File: src/rtl/arith_pkg.sv
// Shared arithmetic-library definitions: divider FSM encoding, default width and
// the quotient pattern reported on divide-by-zero.
package arith_pkg;

   typedef enum logic [1:0] {
      S_IDLE = 2'd0,
      S_CALC = 2'd1,
      S_FIX  = 2'd2,
      S_DONE = 2'd3
   } div_state_t;

   localparam int DIV_DEFAULT_W = 16;

   // All-ones quotient on divide-by-zero; sliced to the divider width (up to 64 bits).
   localparam logic [63:0] DIV_DBZ_Q = '1;

endpackage

File: src/rtl/div_step.sv
// One restoring-division step: shift {rem,q} left by one and subtract the divisor
// from the widened remainder, keeping the difference only when it is non-negative.
module div_step #(
   parameter int W = 16
) (
   input  logic [W-1:0] rem_in,
   input  logic [W-1:0] q_in,
   input  logic [W-1:0] divisor,
   output logic [W-1:0] rem_out,
   output logic [W-1:0] q_out
);

   logic [W:0] rs;
   logic [W:0] trial;

   // rem_in < divisor always holds, so rs < 2*divisor and bit W of the
   // (W+1)-bit difference is a valid sign bit.
   always_comb begin
      rs    = {rem_in, q_in[W-1]};
      trial = rs - {1'b0, divisor};
      if (!trial[W]) begin
         rem_out = trial[W-1:0];
         q_out   = {q_in[W-2:0], 1'b1};
      end else begin
         rem_out = rs[W-1:0];
         q_out   = {q_in[W-2:0], 1'b0};
      end
   end

endmodule

File: src/rtl/div16_seq.sv
// Iterative restoring divider, one quotient bit per clock, valid/ready on both sides.
// Define DIV16_SIGNED_EN for two's-complement operands (adds a sign fix-up cycle).
module div16_seq
   import arith_pkg::*;
#(
   parameter  int DATA_W = DIV_DEFAULT_W,
   localparam int CNT_W  = $clog2(DATA_W + 1)
) (
   input  logic              clk,
   input  logic              rst_n,
   input  logic              in_valid,
   output logic              in_ready,
   input  logic [DATA_W-1:0] dividend,
   input  logic [DATA_W-1:0] divisor,
   output logic              out_valid,
   input  logic              out_ready,
   output logic [DATA_W-1:0] quotient,
   output logic [DATA_W-1:0] remainder,
   output logic              div_by_zero,
   output logic              busy
);

   div_state_t        state, state_d;
   logic [CNT_W-1:0]  cnt;
   logic [DATA_W-1:0] rem_r, q_r, dvs_r;
   logic [DATA_W-1:0] step_rem, step_q;
   logic [DATA_W-1:0] opa, opb;
   logic              zdiv, accept, last, ov_d;

`ifdef DIV16_SIGNED_EN
   logic qneg, rneg;
   assign opa = dividend[DATA_W-1] ? -dividend : dividend;
   assign opb = divisor[DATA_W-1]  ? -divisor  : divisor;
`else
   assign opa = dividend;
   assign opb = divisor;
`endif

   assign accept   = in_valid && (state == S_IDLE);
   assign last     = (cnt == CNT_W'(DATA_W - 1));
   assign in_ready = (state == S_IDLE);
   assign busy     = (state == S_CALC) || (state == S_FIX);

   div_step #(.W(DATA_W)) u_step (
      .rem_in  (rem_r),
      .q_in    (q_r),
      .divisor (dvs_r),
      .rem_out (step_rem),
      .q_out   (step_q)
   );

   always_comb begin
      state_d = state;
      case (state)
         S_IDLE: if (accept) state_d = (divisor == '0) ? S_DONE : S_CALC;
         S_CALC: begin
            if (last) begin
`ifdef DIV16_SIGNED_EN
               state_d = S_FIX;
`else
               state_d = S_DONE;
`endif
            end
         end
         S_FIX:  state_d = S_DONE;
         S_DONE: if (out_valid && out_ready) state_d = S_IDLE;
         default: state_d = S_IDLE;
      endcase
   end

   // A divide-by-zero enters DONE straight from IDLE; its result is published one cycle later.
   assign ov_d = (state_d == S_DONE) && (state != S_IDLE);

   always_ff @(posedge clk or negedge rst_n) begin
      if (!rst_n) begin
         state       <= S_IDLE;
         cnt         <= '0;
         rem_r       <= '0;
         q_r         <= '0;
         dvs_r       <= '0;
         zdiv        <= 1'b0;
         out_valid   <= 1'b0;
         div_by_zero <= 1'b0;
         quotient    <= '0;
         remainder   <= '0;
`ifdef DIV16_SIGNED_EN
         qneg        <= 1'b0;
         rneg        <= 1'b0;
`endif
      end else begin
         state       <= state_d;
         out_valid   <= ov_d;
         div_by_zero <= ov_d && zdiv;
         case (state)
            S_IDLE: begin
               if (accept) begin
                  cnt   <= '0;
                  rem_r <= '0;
                  q_r   <= opa;
                  dvs_r <= opb;
                  zdiv  <= (divisor == '0);
`ifdef DIV16_SIGNED_EN
                  qneg  <= dividend[DATA_W-1] ^ divisor[DATA_W-1];
                  rneg  <= dividend[DATA_W-1];
`endif
                  if (divisor == '0) begin
                     quotient  <= DIV_DBZ_Q[DATA_W-1:0];
                     remainder <= dividend;
                  end
               end
            end
            S_CALC: begin
               rem_r <= step_rem;
               q_r   <= step_q;
               cnt   <= last ? '0 : cnt + 1'b1;
`ifndef DIV16_SIGNED_EN
               if (last) begin
                  quotient  <= step_q;
                  remainder <= step_rem;
               end
`endif
            end
            S_FIX: begin
`ifdef DIV16_SIGNED_EN
               // Truncating division: remainder follows the dividend's sign.
               quotient  <= qneg ? -q_r : q_r;
               remainder <= rneg ? -rem_r : rem_r;
`endif
            end
            default: ;
         endcase
      end
   end

endmodule

File: config.mk
export PLATFORM = sky130hd
export DESIGN_NAME = div16_seq
export DESIGN_NICKNAME = d
export VERILOG_FILES = /design/src/rtl/arith_pkg.sv /design/src/rtl/div_step.sv /design/src/rtl/div16_seq.sv
export SDC_FILE = /design/constraint.sdc
export NUM_CORES = 1
export LEC_CHECK = 0
export BUFFER_PORTS_ARGS = -buffer_cell sky130_fd_sc_hd__clkbuf_2
export CAP_MARGIN = 20
export CELL_PAD_IN_SITES_DETAIL_PLACEMENT = 0
export CELL_PAD_IN_SITES_GLOBAL_PLACEMENT = 2
export CORE_UTILIZATION = 34
export CTS_BUF_LIST = sky130_fd_sc_hd__clkbuf_4 sky130_fd_sc_hd__clkbuf_8
export CTS_CLUSTER_DIAMETER = 200
export DETAILED_ROUTE_END_ITERATION = 6
export PLACE_DENSITY = 0.82
export RECOVER_POWER = 25
export REMOVE_ABC_BUFFERS = 1
export SLEW_MARGIN = 20
export SYNTH_ARGS = -nofsm -noshare
export SYNTH_HDL_FRONTEND = slang
export SYNTH_SLANG_ARGS = --single-unit
File: constraint.sdc
create_clock -name clk -period 2.8 [get_ports clk]
set_input_delay 0.14 -clock clk [delete_from_list [all_inputs] [get_ports clk]]
set_output_delay 0.14 -clock clk [all_outputs]
set_load 0.03 [all_outputs]
# After elaboration in Yosys (flattened, before gate mapping)
# Index checks and enable logic that the tools add are counted.
[totals] ff_bits=90 output_inout_bits=36 elab_cells=54
[op_classes] add_sub_neg=2 eq_ne=8 muxes=22 reduce_logical=12
[ops] cell="$mux 16" count=9
[ops] cell="$pmux 16 s2" count=4
[ops] cell="$sub 17x16->17" count=1
[ops] cell="$logic_not 16->1" count=1
[ops] cell="$mux 5" count=2
[ops] cell="$pmux 5 s2" count=1
[ops] cell="$mux 2" count=4
[ops] cell="$pmux 2 s4" count=1
[ops] cell="$eq 2x2->1 const B" count=3
[ops] cell="$add 5x1->5 const B" count=1
[ops] cell="$eq 5x4->1 const B" count=1
[ops] cell="$logic_and 1x1->1" count=4
[ops] cell="$ne 2x1->1 const B" count=2
[ops] cell="$reduce_and 2->1" count=2
[ops] cell="$reduce_and 4->1" count=1
[ops] cell="$reduce_bool 2->1" count=2
[ops] cell="$eq 2x1->1 const B" count=1
[ops] cell="$logic_not 2->1" count=1
[ops] cell="$ne 2x2->1 const B" count=1
[ops] cell="$logic_or 1x1->1" count=1
[ops] cell="$mux 1" count=1

# Depth between registers and ports, before layout
[logic_depth] depth_word=7 depth_mapped=11 depth_no_buf=10

# Modules after synthesis
# A second synthesis with hierarchy kept.
[hier_totals] cells_unflattened=536 area_unflattened_um2=5066.1
[by_module_without_submodules] mod="div16_seq" instances=1 cells_each=393 area_each_um2=3943.8 seq_area_each_um2=2252.2
[by_module_without_submodules] mod="div_step" instances=1 cells_each=143 area_each_um2=1122.3 seq_area_each_um2=0.0

# Worst setup path before layout
# Ideal clock, no wire load.
[synth_timing] path_kind="register to register" from="reg q_r[15]" to="reg rem_r[1]" setup_ns=0.095 t_arrival_ns=2.755 t_required_ns=2.705 slack_ns=-0.050 stages_incl_launch_ff=11 synth_period_minus_slack_ns=2.850 path_cell_list="dfrtp_1 > inv_1 > ha_1 > fa_1 > nand2b_1 > a21oi_4 > o21bai_4 > o41ai_4 > xor2_4 > mux2_2 > o31ai_1"
[synth_between] elab_chain_cells=3
[synth_rtl] element="start: declaration" line="div16_seq.sv:25" text="logic [DATA_W-1:0] rem_r, q_r, dvs_r;"
[synth_rtl] element="start signal: assignment" line="div16_seq.sv:99" text="q_r <= opa;"
[synth_rtl] element="start signal: assignment" line="div16_seq.sv:114" text="q_r <= step_q;"
[synth_rtl] element="$sub 17x16->17" line="div_step.sv:20" text="trial = rs - {1'b0, divisor};"
[synth_rtl] element="$mux 16" line="div_step.sv:21" text="if (!trial[W]) begin"
[synth_rtl] element="$pmux 16 s2" line="div16_seq.sv:94" text="case (state)"
[synth_rtl] element="end signal: assignment" line="div16_seq.sv:113" text="rem_r <= step_rem;"
[synth_rtl] element="end: declaration" line="div16_seq.sv:25"
# Every way passes these cells.
# A chain may end at the register's enable or synchronous reset.

# Worst setup path after layout
[layout_timing] from="reg rem_r[4]" to="reg rem_r[10]"
[layout_between] elab_chain_cells=3
[layout_rtl] element="$sub 17x16->17" line="div_step.sv:20"
[layout_rtl] element="$mux 16" line="div_step.sv:21"
[layout_rtl] element="$pmux 16 s2" line="div16_seq.sv:94"
# Every way passes these cells.

==> impl_metrics.env <==
export IMPL_synth_area_leaders="dfrtp_1 45%, nand2_1 7.1%, ha_1 5.5%, mux2i_1 5.4%, o21ai_0 4.9%"
export IMPL_grt_usage_pct=18.3
export IMPL_synth_most_common_cell="nand2_1"
export IMPL_whs_path_depth=2
export IMPL_worstSetupStartpointType="flip-flop"
export IMPL_cts_sinks=90
export IMPL_die_x_um=124
export IMPL_routed_wl_mm=13.2
export IMPL_grt_overflow=0
export IMPL_fin_worst_skew_ns=0.0152
export IMPL_maxCapViolations=1
export IMPL_synth_top_cell_by_area="dfrtp_1"
export IMPL_dpl_cell_count=768
export IMPL_grt_antenna_before_repair=0
export IMPL_grt_use_met3_pct=2.34
export IMPL_grt_start_max_net_pins=61
export IMPL_yosysUniqueCellTypes=60
export IMPL_rrSetupSlack_ns=0.11
export IMPL_grt_pass1_wl_mm=21.4
export IMPL_drc_errors=0
export IMPL_core_area_um2=14500
export IMPL_num_rows=44
export IMPL_crit_chain="ha_2 > a21o_1 > a211o_2 > o21bai_4 > o41ai_4 > buf_4 > xor2_4 > buf_12 > buf_8 > a311oi_2 > a21oi_1"
export IMPL_r2r_start="rem_r[4]$_DFFE_PN0P_"
export IMPL_drtIter0Drc=240
export IMPL_synthMuxAreaShare_pct=9.37
export IMPL_drt_pass1_iterations=4
export IMPL_ir_worst_vdd_mv=0.345
export IMPL_finalCritPeriodShare_pct=96.1
export IMPL_min_path_type="input port to flip-flop"
export IMPL_vias_per_cell=5.06
export IMPL_clkTransAtPathRegs_ns=0.10
export IMPL_antenna_left=0
export IMPL_worstHoldStart="divisor[3]"
export IMPL_power_density_nw_per_um2=1200
export IMPL_cts_made_buffers=9
export IMPL_ioPinCount=72
export IMPL_async_reset_ff_share_pct=100
export IMPL_dpl_cell_area_um2=5610
export IMPL_yosysTopAreaCellShare_pct=44.6
export IMPL_htreeDepth=3
export IMPL_wl_per_cell_um=16.7
export IMPL_relSlewSlack_pct=-3.18
export IMPL_seq_area_frac_synth_pct=44.6
export IMPL_synth_top_family_by_area="compound AO/OA/AOI/OAI gates"
export IMPL_holdWs_ns=0.0199
export IMPL_final_max_slew_viol_count=61
export IMPL_gp_congestion=0.811
export IMPL_fmax_mhz=371
export IMPL_arrival_ns=2.94
export IMPL_power_leakage_nw=2.80
export IMPL_avgSynthCellArea_um2=9.82
export IMPL_synth_adder_area_share_pct=5.85
export IMPL_finalPower_w=0.00724
export IMPL_worstSetupEndpointType="flip-flop"
export IMPL_synth_enable_flop_cells=0
export IMPL_ys_warn_count=0
export IMPL_ff2ff_path_depth=11
export IMPL_violations="capacitance limit, slew limit"
export IMPL_worstHoldEndpoint="dvs_r[3]$_DFFE_PN0P_"
export IMPL_die_area_um2=15300
export IMPL_fillCellCount=1430
export IMPL_dp_hpwl_mm=9.62
export IMPL_nNetsFinal=661
export IMPL_grt_met1_usage_pct=25.4
export IMPL_synthFlopType="dfrtp_1"
export IMPL_synth_compound_area_share_pct=17.8
export IMPL_stdcell_count=791
export IMPL_cts_max_path_buffers=2
export IMPL_synth_xor_area_share_pct=2.63
export IMPL_area_delta_synth_final_pct=20.0
export IMPL_vias=3999
export IMPL_synth_cells=514
export IMPL_outcome="complete, but fails checks"
export IMPL_synth_area_um2=5050
export IMPL_setup_viol=0
export IMPL_die_y_um=124
export IMPL_clk_latency_ns=0.37
export IMPL_clock_root_buffer="clkbuf_8"
export IMPL_required_ns=3.04
export IMPL_critical_path_class="flip-flop to flip-flop"
export IMPL_use_met2_pct=29.5
export IMPL_worst_pin_slew_ns=1.55
export IMPL_drive_above_1_share_pct=29.3
export IMPL_r2r_end="rem_r[10]$_DFFE_PN0P_"
export IMPL_fin_crit_ns=2.69
export IMPL_grt_busiest_layer="met2"
export IMPL_portBuffers=71
export IMPL_grt_pass1_vias=4041
export IMPL_yosys_area_share_simple_pct=13.5
export IMPL_fin_area_um2=6060
export IMPL_crit_path_max_fanout=7
export IMPL_cp_slowest_cell="dfrtp_2"
export IMPL_num_antenna_cells=0
export IMPL_dp_slack_ns=-0.0556
export IMPL_synth_common_cells="96 x nand2_1, 90 x dfrtp_1, 49 x o21ai_0"
export IMPL_start_util_pct=34.7
export IMPL_fin_ws_ns=0.108
export IMPL_synth_seq_cells=90
export IMPL_finalHoldViolCount=0
export IMPL_cts_tree="yes"
export IMPL_slowest_delay_ns=0.44
metrics by stage:
step           util [%]  setup TNS (ns)
3_3_place_gp       38.6               0
6_report           41.7               0
3_5_place_dp       38.6          -0.132
2_1_floorplan         -          -17.28
5_1_grt            41.7         -0.0122
4_1_cts            40.9               0
power by group:
group / internal (W) / switching [W]
Sequential: 0.00181 / 0.000376
Clock: 0.000446 / 0.000495
Combinational: 0.00166 / 0.00245
metal layers:
layer	share of wire, %	wire [um]
met2	46	6090
met1	48	6350
met4	1.4	178
met3	4.2	558
met5	0	0
final cells by class:
class,count,area (um^2),area share [%]
Clock buffer,12,146,2.42
Clock inverter,4,52.6,0.867
Inverter,24,90.1,1.49
Multi-Input combinational cell,374,2640,43.6
Sequential cell,90,2260,37.2
Tap cell,184,230,3.80
Timing Repair Buffer,103,644,10.6
cell usage in the layout (no fill, tap or decap), types with 3 or more instances in the layout:
cell,count
o21ai_1,10
inv_1,23
o22ai_1,8
xnor2_1,9
xor2_1,3
a22oi_1,9
nor2_1,21
buf_4,25
nand2_1,96
o31ai_1,8
mux2i_1,15
dfrtp_1,87
a21oi_1,26
nand2b_1,3
nand4_1,6
clkbuf_2,71
a21o_1,3
mux2i_4,6
ha_1,19
o31ai_2,3
o21a_1,4
nand3_1,6
nor2b_1,4
dfrtp_2,3
a31oi_1,3
clkbuf_8,9
a21oi_2,3
clkbuf_4,3
mux2_2,16
o21ai_0,43
mux2i_2,6
worst max path at each step:
stage | startpoint | cells after the start | endpoint | slack (ns)
global placement | q_r[15]$_DFFE_PN0P_ | 11 | remainder[13]$_DFFE_PN0P_ | 0.03
global route | rem_r[4]$_DFFE_PN0P_ | 11 | rem_r[10]$_DFFE_PN0P_ | -0.01
detailed placement | q_r[15]$_DFFE_PN0P_ | 11 | remainder[13]$_DFFE_PN0P_ | -0.06
finish | rem_r[4]$_DFFE_PN0P_ | 11 | rem_r[10]$_DFFE_PN0P_ | 0.11
floorplan | state[1]$_DFF_PN0_ | 8 | quotient[0]$_DFFE_PN0P_ | -0.68
CTS | dvs_r[0]$_DFFE_PN0P_ | 11 | remainder[12]$_DFFE_PN0P_ | 0.0004
critical path, delay by kind of cell (launching register included):
kind	cells	cell delay, ns
xor+xnor	1	0.15
fa+ha+maj	1	0.33
buf+inv	3	0.46
compound gates	6	1.18
flops	1	0.44
cell families (layout without fill, tap and decap cells):
group	count (synthesis)	after routing
multiplexers	45	45
flip-flops	90	90
AND/OR/NAND/NOR	154	154
AO/OA/AOI/OAI	139	139
adder cells (fa/ha/maj)	23	23
buffers and inverters	50	143
XOR/XNOR	13	13
flip-flops by register name, indices dropped and copies added, names as in the netlist:
name and count:
cnt 5, div_by_zero 1, dvs_r 16, out_valid 1
q_r 16, quotient 16, rem_r 16, remainder 16
state 2, zdiv 1
timing repair:
action | in CTS | in global routing
gates resized for setup | 25 | 21
pin swaps | 5 | 3
hold buffers | 2 | 0
hold endpoints to repair | 59 | 0
buffers inserted | 3 | 2
setup endpoints to repair | 16 | 32
(Power assumes the default switching activity.)
